==> config.mk <==
export PLATFORM = sky130hd
export DESIGN_NAME = uart_recv_block_flat
export DESIGN_NICKNAME = d
export VERILOG_FILES = /design/src/rtl/uart_recv_block_if.sv /design/src/rtl/uart_recv_block.sv /design/src/flat_wrapper.sv
export SDC_FILE = /design/constraint.sdc
export NUM_CORES = 1
export LEC_CHECK = 0
export BUFFER_PORTS_ARGS = -buffer_cell sky130_fd_sc_hd__buf_2
export CAP_MARGIN = 20
export CORE_MARGIN = 4
export CORE_UTILIZATION = 35
export CTS_BUF_LIST = sky130_fd_sc_hd__clkbuf_8
export CTS_CLUSTER_SIZE = 24
export DETAILED_ROUTE_END_ITERATION = 6
export MAX_ROUTING_LAYER = met4
export PLACE_DENSITY_LB_ADDON = 0.08
export SYNTH_ARGS = -nofsm -noshare
export SYNTH_HDL_FRONTEND = slang
export SYNTH_SLANG_ARGS = --single-unit
==> constraint.sdc <==
create_clock -name clk -period 3.9 [get_ports clk]
set_clock_uncertainty 0.2 [all_clocks]
set_input_delay 0.78 -clock clk [delete_from_list [all_inputs] [get_ports clk]]
set_output_delay 0.78 -clock clk [all_outputs]
set_load 0.05 [all_outputs]
==> src/rtl/uart_recv_block_if.sv <==
// Block output handshake between the UART block receiver and its consumer.
// The receiver drives data/valid; the consumer drives ready.
interface uart_recv_block_if;
  logic [63:0] data_out;
  logic        out_valid;
  logic        out_ready;

  modport master (
    output data_out,
    output out_valid,
    input  out_ready
  );

  modport slave (
    input  data_out,
    input  out_valid,
    output out_ready
  );
endinterface

==> src/rtl/uart_recv_block.sv <==
// 8N1 UART receiver assembling eight bytes, big-endian, into a 64-bit block
// presented on a valid/ready handshake.
module uart_recv_block #(
  parameter int BAUD_RATE       = 115200,
  parameter int CLOCK_SPEED_MHZ = 50
) (
  input  logic                clk,
  input  logic                reset,
  input  logic                rx,
  uart_recv_block_if.master   m_out,
  output logic [3:0]          byte_count,
  output logic                frame_err,
  output logic                overrun
);

  localparam int CYCLES_WAIT = CLOCK_SPEED_MHZ * 1000000 / BAUD_RATE;
  localparam int HALF_WAIT   = CYCLES_WAIT / 2;
  localparam int CW          = $clog2(CYCLES_WAIT + 2);
  localparam logic [CW-1:0] C_FULL = CW'(CYCLES_WAIT);
  localparam logic [CW-1:0] C_HALF = CW'(HALF_WAIT);

  typedef enum logic [2:0] {
    S_IDLE,
    S_START,
    S_DATA,
    S_STOP,
    S_WAIT_HIGH
  } state_t;

  state_t        r_state;
  logic          r_sync1;
  logic          r_rx_s;
  logic [CW-1:0] r_cnt;
  logic [2:0]    r_idx;
  logic [7:0]    r_byte;
  logic [55:0]   r_shift;

  always_ff @(posedge clk) begin
    if (!reset) begin
      r_state         <= S_IDLE;
      r_sync1         <= 1'b1;
      r_rx_s          <= 1'b1;
      r_cnt           <= '0;
      r_idx           <= '0;
      r_byte          <= '0;
      r_shift         <= '0;
      byte_count      <= '0;
      frame_err       <= 1'b0;
      overrun         <= 1'b0;
      m_out.data_out  <= '0;
      m_out.out_valid <= 1'b0;
    end else begin
      r_sync1   <= rx;
      r_rx_s    <= r_sync1;
      frame_err <= 1'b0;
      overrun   <= 1'b0;
      if (m_out.out_valid && m_out.out_ready)
        m_out.out_valid <= 1'b0;

      unique case (r_state)
        S_IDLE: begin
          if (!r_rx_s) begin
            r_cnt   <= '0;
            r_state <= S_START;
          end
        end
        S_START: begin
          if (r_cnt == C_HALF) begin
            r_cnt   <= '0;
            r_idx   <= '0;
            r_state <= r_rx_s ? S_IDLE : S_DATA;
          end else begin
            r_cnt <= r_cnt + 1'b1;
          end
        end
        S_DATA: begin
          if (r_cnt == C_FULL) begin
            r_cnt         <= '0;
            r_byte[r_idx] <= r_rx_s;
            if (r_idx == 3'd7)
              r_state <= S_STOP;
            else
              r_idx <= r_idx + 1'b1;
          end else begin
            r_cnt <= r_cnt + 1'b1;
          end
        end
        S_STOP: begin
          if (r_cnt == C_FULL) begin
            r_cnt <= '0;
            if (r_rx_s) begin
              r_state <= S_IDLE;
              r_shift <= {r_shift[47:0], r_byte};
              if (byte_count == 4'd7) begin
                byte_count      <= '0;
                m_out.data_out  <= {r_shift, r_byte};
                m_out.out_valid <= 1'b1;
                // an accept on this same edge frees the slot: no overrun
                overrun <= m_out.out_valid && !m_out.out_ready;
              end else begin
                byte_count <= byte_count + 1'b1;
              end
            end else begin
              frame_err <= 1'b1;
              r_state   <= S_WAIT_HIGH;
            end
          end else begin
            r_cnt <= r_cnt + 1'b1;
          end
        end
        S_WAIT_HIGH: begin
          if (r_rx_s)
            r_state <= S_IDLE;
        end
        default: r_state <= S_IDLE;
      endcase
    end
  end

endmodule

==> src/flat_wrapper.sv <==
// flat-port wrapper written by rule: the top's interface ports become plain ports
module uart_recv_block_flat 
#(
  parameter int BAUD_RATE       = 115200,
  parameter int CLOCK_SPEED_MHZ = 50
)
  (clk, reset, rx, byte_count, frame_err, overrun, m_out_data_out, m_out_out_valid, m_out_out_ready);
  uart_recv_block_if m_out_i ();
  input  logic clk;
  input  logic reset;
  input  logic rx;
  output logic [3:0] byte_count;
  output logic frame_err;
  output logic overrun;
  output wire logic [$bits(m_out_i.data_out)-1:0] m_out_data_out;
  output wire logic [$bits(m_out_i.out_valid)-1:0] m_out_out_valid;
  input wire logic [$bits(m_out_i.out_ready)-1:0] m_out_out_ready;
  assign m_out_data_out = m_out_i.data_out;
  assign m_out_out_valid = m_out_i.out_valid;
  assign m_out_i.out_ready = m_out_out_ready;
  uart_recv_block #(.BAUD_RATE(BAUD_RATE), .CLOCK_SPEED_MHZ(CLOCK_SPEED_MHZ)) u_core (.clk(clk), .reset(reset), .rx(rx), .m_out(m_out_i), .byte_count(byte_count), .frame_err(frame_err), .overrun(overrun));
endmodule
**Word-level counts from Yosys, hierarchy flattened**

Cells that the tools add are included.
W data, S select, Z words.

- Register bits: 152
- Output and inout bits: 71
- Input bits: 4
- Logic and storage cells: 75

- Equal/unequal tests: 15
- Mux-type cells: 27
- Magnitude comparators: 2
- Reduce and logical (&&, ||, !) cells: 16
- Add/sub/neg operators: 3

Operator list:

| operator | number |
|---|---|
| $mux W3 | 10 |
| $mux W9 | 3 |
| $pmux W9 S3 | 1 |
| $pmux W3 S5 | 1 |
| $ne A2 B1 Y1 const B | 5 |
| $add A9 B1 Y9 const B | 1 |
| $eq A9 B8 Y1 const B | 1 |
| $eq A9 B9 Y1 const B | 1 |
| $bwmux W8 | 1 |
| $reduce_and A4 Y1 | 2 |
| $mux W1 | 7 |
| $eq A3 B2 Y1 const B | 2 |
| $eq A3 B3 Y1 const B | 2 |
| $pmux W3 S2 | 1 |
| $reduce_and A3 Y1 | 2 |
| $reduce_and A6 Y1 | 1 |
| $reduce_and A5 Y1 | 1 |
| $add A4 B1 Y4 const B | 1 |
| $eq A4 B3 Y1 const B | 1 |
| $lt A3 B4 Y1 const B | 1 |
| $mux W4 | 1 |
| $ne A2 B2 Y1 const B | 2 |
| $reduce_and A2 Y1 | 2 |
| $add A3 B1 Y3 const B | 1 |
| other kinds (10) | 12 |

**Depth between registers and ports, before layout**

- Word-level depth: 6
- Gate-level depth with buffers: 9

**Least setup slack after synthesis**

No wires, ideal clock.

- Path kind: register -> register
- Start: register u_core.r_cnt[0]
- End: register u_core.byte_count[1]
- Data arrival time: 1.809 ns
- Stages on the path, launching flop included: 10
- Setup slack: 1.815 ns
- Library setup time: 0.076 ns
- Clock period less this slack: 2.085 ns
- Cell sequence: dfxtp_1 -> inv_1 -> ha_1 -> and4_1 -> buf_2 -> nand3_1 -> buf_2 -> clkbuf_1 -> nand2_1 -> a21boi_0

- Cells in the longest elaborated chain, start to end: 2

RTL lines:

| what | RTL line | RTL |
|---|---|---|
| from (decl) | uart_recv_block.sv:33 | `logic [CW-1:0] r_cnt;` |
| from (signal assigned) | uart_recv_block.sv:73 | `r_cnt <= r_cnt + 1'b1;` |
| from (signal assigned) | uart_recv_block.sv:85 | `r_cnt <= r_cnt + 1'b1;` |
| from (signal assigned) | uart_recv_block.sv:108 | `r_cnt <= r_cnt + 1'b1;` |
| $eq A9 B9 Y1 | uart_recv_block.sv:89 | `if (r_cnt == C_FULL) begin` |
| $reduce_and A3 Y1 (no source line) | n/a |  |
| to (signal assigned) | uart_recv_block.sv:101 | `byte_count <= byte_count + 1'b1;` |
| to (decl) | uart_recv_block.sv:11 | `output logic [3:0] byte_count,` |

No other way between the ends.
A chain may end at the register's enable or synchronous reset.

**Worst setup path after layout**

- Start: register u_core.r_cnt[0]
- End: register u_core.m_out.data_out[13]

- Cells in the longest elaborated chain, start to end: 2

RTL lines:

| what | RTL line | RTL |
|---|---|---|
| $eq A9 B9 Y1 | uart_recv_block.sv:89 |  |
| $reduce_and A4 Y1 (no source line) | n/a |  |
| to (signal assigned) | uart_recv_block.sv:96 | `m_out.data_out <= {r_shift, r_byte};` |
| to (decl) | uart_recv_block_if.sv:9 | `output data_out,` |

No other way between the ends.

==> results.cfg <==
[global_route]
grt_max_degree = 92
grt.total_usage = 0.1466
antenna_found_initial = 0
grt.overflow.total = 0
grt_pass1_wl_mm = 22.94
grt_pass1_vias = 4553

[cells_and_area]
final_cell_mix = nand2_1, dfxtp_1, a21boi_0
final_area_um2 = 7030
n_fill_cell = 1754
final_util = 0.4180
syn_to_final_growth_pct = 15.71
drive_gt1_frac = 0.1591
antennaDiodeCount = 0
nets = 770
final_common_cell = nand2_1

[floorplanning]
rows = 47
core_area_um2 = 16820
die_area_um2 = 19530
die_x_um = 139.8
die_h_um = 139.8
num_io_pins = 75
start_util = 0.3613

[placement]
post_dp_cell_area_um2 = 6578
gp_congestion = 0.7755
io_buffers = 74
dp_hpwl_mm = 9.163

[clocking]
ctsResizeCount = 0
htreeDepth = 4
cts_buffer_depth = 2
post_cts.repair.setup_buffers = 0
cts_buffers = 17
clk_latency_ns = 0.46
holdBufCountCts = 0
path_clk_slew_ns = 0.09
cts_sinks = 152
cts_root_buffer = clkbuf_8
cts_tree = built

[route]
wl_met2_mm = 6.243
drt_iter0_drc = 254
wirelength_mm = 13.85
vias_per_cell = 4.791
wl_met1_mm = 6.939
top_layer = met4
remaining_drc_errors = 0
dr.pass1.iters = 4
wl_per_cell_um = 13.95
drtAntennaViolNets = 0
via_count = 4757
wl_met3_um = 519

[synth]
synth_top_family_by_area = simple AND/OR/NAND/NOR gates
synth_fa_ha_area_frac = 0.01236
synth-edff-count = 0
synthXorXnorAreaFrac = 0.004325
synth_nets = 719
synthArstFlopShare = 0
yosys_warnings = 0
avgSynthCellArea_um2 = 8.570
synth_flop_cell = dfxtp_1
synthCells = 709
synth_seq_cells = 152
synth_seq_area_share = 0.5008
synth_cell_types = 47
synth-compound-area-share = 0.1919
synthSimpleGateAreaFrac = 0.2317
synthMuxAreaShare = 0.01977
synthesis.area_um2 = 6076

[critical_path]
critical-path-max-stage-delay_ns = 0.76
crit_chain = inv_1 > ha_1 > and4_1 > and4_2 > buf_4 > nand2_1 > a21boi_0
cp-end-kind = register
critical_path.slowest_cell = and4_2
arrival_ns = 2.80
crit_path_max_fanout = 33
rr_startpoint = u_core.r_cnt[0]
crit_start = u_core.r_cnt[0]
cp.required_ns = 4.08
crit_type = reg -> reg
cp-start-kind = register

[timing]
max_slew_margin = 0.5317
tns_ns = 0
maxSlewViolCount = 0
setup_viol = 0
report.final.hold_viol_count = 0
worst_slew_pin_slew_ns = 0.7025
period_share = 0.6742
fmax_mhz = 380.3
min_period_ns = 2.629
grt_setup_unrepaired = no

[pwr]
p_sw_frac = 0.2348
p_clk_frac = 0.435
pwr-share-seq = 0.510
power_density_nw_per_um2 = 441.0
ir_drop_mv = 0.1948
leakagePower_nw = 2.548
internal_power_mw = 2.372
p_switching_mw = 0.7280
p_comb_frac = 0.054

[worst_hold_path]
hp-class = reg -> reg
hp-start = u_core.r_sync1

[job]
cap_violations = 0

[run_status]
outcome = finished, final reports clean
==> layout make-up <==
type	count	area (µm²)	area share
flip-flops and latches	152	3043	0.4328
multi-input cells	504	2803	0.3986
repair buffers	82	445.4	0.06336
well taps	220	275.3	0.03915
clock buffers	19	261.5	0.03720
clock inverters	13	191.4	0.02723
inverters	3	11.26	0.001602
==> final timing paths <==
check | end | slack, ns | depth (start not counted)
setup / recovery | u_core.m_out.data_out[13] | 1.27 | 7
hold / removal | u_core.r_rx_s | 0.21 | 1
setup reg to reg | u_core.m_out.data_out[13] | 1.27 | 7
hold reg to reg | u_core.r_rx_s | 0.21 | 1
==> synthesized netlist by cell type, types with 2 or more instances <==
| cell type | n | area (µm²) |
|---|---|---|
| o21a_1 | 3 | 22.52 |
| mux2i_1 | 12 | 120.1 |
| xnor2_1 | 3 | 26.28 |
| nand3_1 | 7 | 35.03 |
| a21boi_1 | 6 | 45.04 |
| inv_1 | 3 | 11.26 |
| and3_1 | 3 | 18.77 |
| dfxtp_1 | 152 | 3043 |
| a21boi_0 | 124 | 930.9 |
| nor4_1 | 3 | 18.77 |
| o21ai_0 | 2 | 10.01 |
| nand3b_1 | 3 | 22.52 |
| and4_1 | 3 | 26.28 |
| ha_1 | 6 | 75.07 |
| clkbuf_1 | 28 | 105.1 |
| buf_2 | 16 | 80.08 |
| nor2b_1 | 3 | 18.77 |
| nand4_1 | 4 | 25.02 |
| o31a_1 | 3 | 26.28 |
| nand2_1 | 271 | 1017 |
| nor2_1 | 6 | 22.52 |
| buf_1 | 3 | 11.26 |
| nand2b_1 | 3 | 18.77 |
| and2_1 | 3 | 18.77 |
| nor3b_1 | 5 | 37.54 |
| nor3_1 | 5 | 25.02 |
| o22ai_1 | 8 | 50.05 |
| buf_6 | 2 | 22.52 |
==> sequential cells by signal (all words and copies together) (netlist names) <==
name / cells
u_core.m_out.data_out: 64
u_core.r_shift: 56
u_core.r_cnt: 9
u_core.r_byte: 8
u_core.byte_count: 4
u_core.r_idx: 3
u_core.r_state: 3
u_core.frame_err: 1
u_core.m_out.out_valid: 1
u_core.overrun: 1
u_core.r_rx_s: 1
u_core.r_sync1: 1
==> critical path, delay by kind of cell (launching register included) <==
family / cells / cell delay, ns
AOI/OAI and AO/OA: 1 / 0.17
adders and majority gates: 1 / 0.17
buffers and inverters: 2 / 0.43
DFF: 1 / 0.36
and+or+nand+nor: 3 / 1.22
==> power by group through the flow <==
stage	Sequential [mW]	Clock, mW	Combinational [mW]
3_3_place_gp	1.62	0	0.166
5_1_grt	1.59	1.46	0.184
3_5_place_dp	1.62	0	0.168
2_1_floorplan	1.61	0	0.148
4_1_cts	1.58	1.39	0.169
6_report	1.58	1.35	0.168
==> cell families after synthesis <==
family	count (synthesis)
XOR/XNOR	3
buffers and inverters	53
flip-flops	152
AO/OA/AOI/OAI	155
adder cells (fa/ha/maj)	6
AND/OR/NAND/NOR	328
multiplexers	12
==> stage by stage <==
step | worst slack (ns) | hold slack (ns) | instances | total power [mW]
5_1_grt | 1.059 | 0.2487 | 993 | 3.227
6_report | 1.271 | 0.2113 | 993 | 3.100
3_3_place_gp | 1.390 | 0.1893 | 961 | 1.783
2_1_floorplan | 1.815 | 0.1863 | 709 | 1.762
4_1_cts | 1.235 | 0.2143 | 993 | 3.141
3_5_place_dp | 1.253 | 0.1925 | 961 | 1.787
==> per-layer routing <==
layer	up-vias	GRT usage
met3	12	0.04151
li1	2451	-
met5	-	-
met1	2215	0.1909
met4	0	0.04131
met2	79	0.2236
Note: power is estimated with default switching activity, not from simulation.
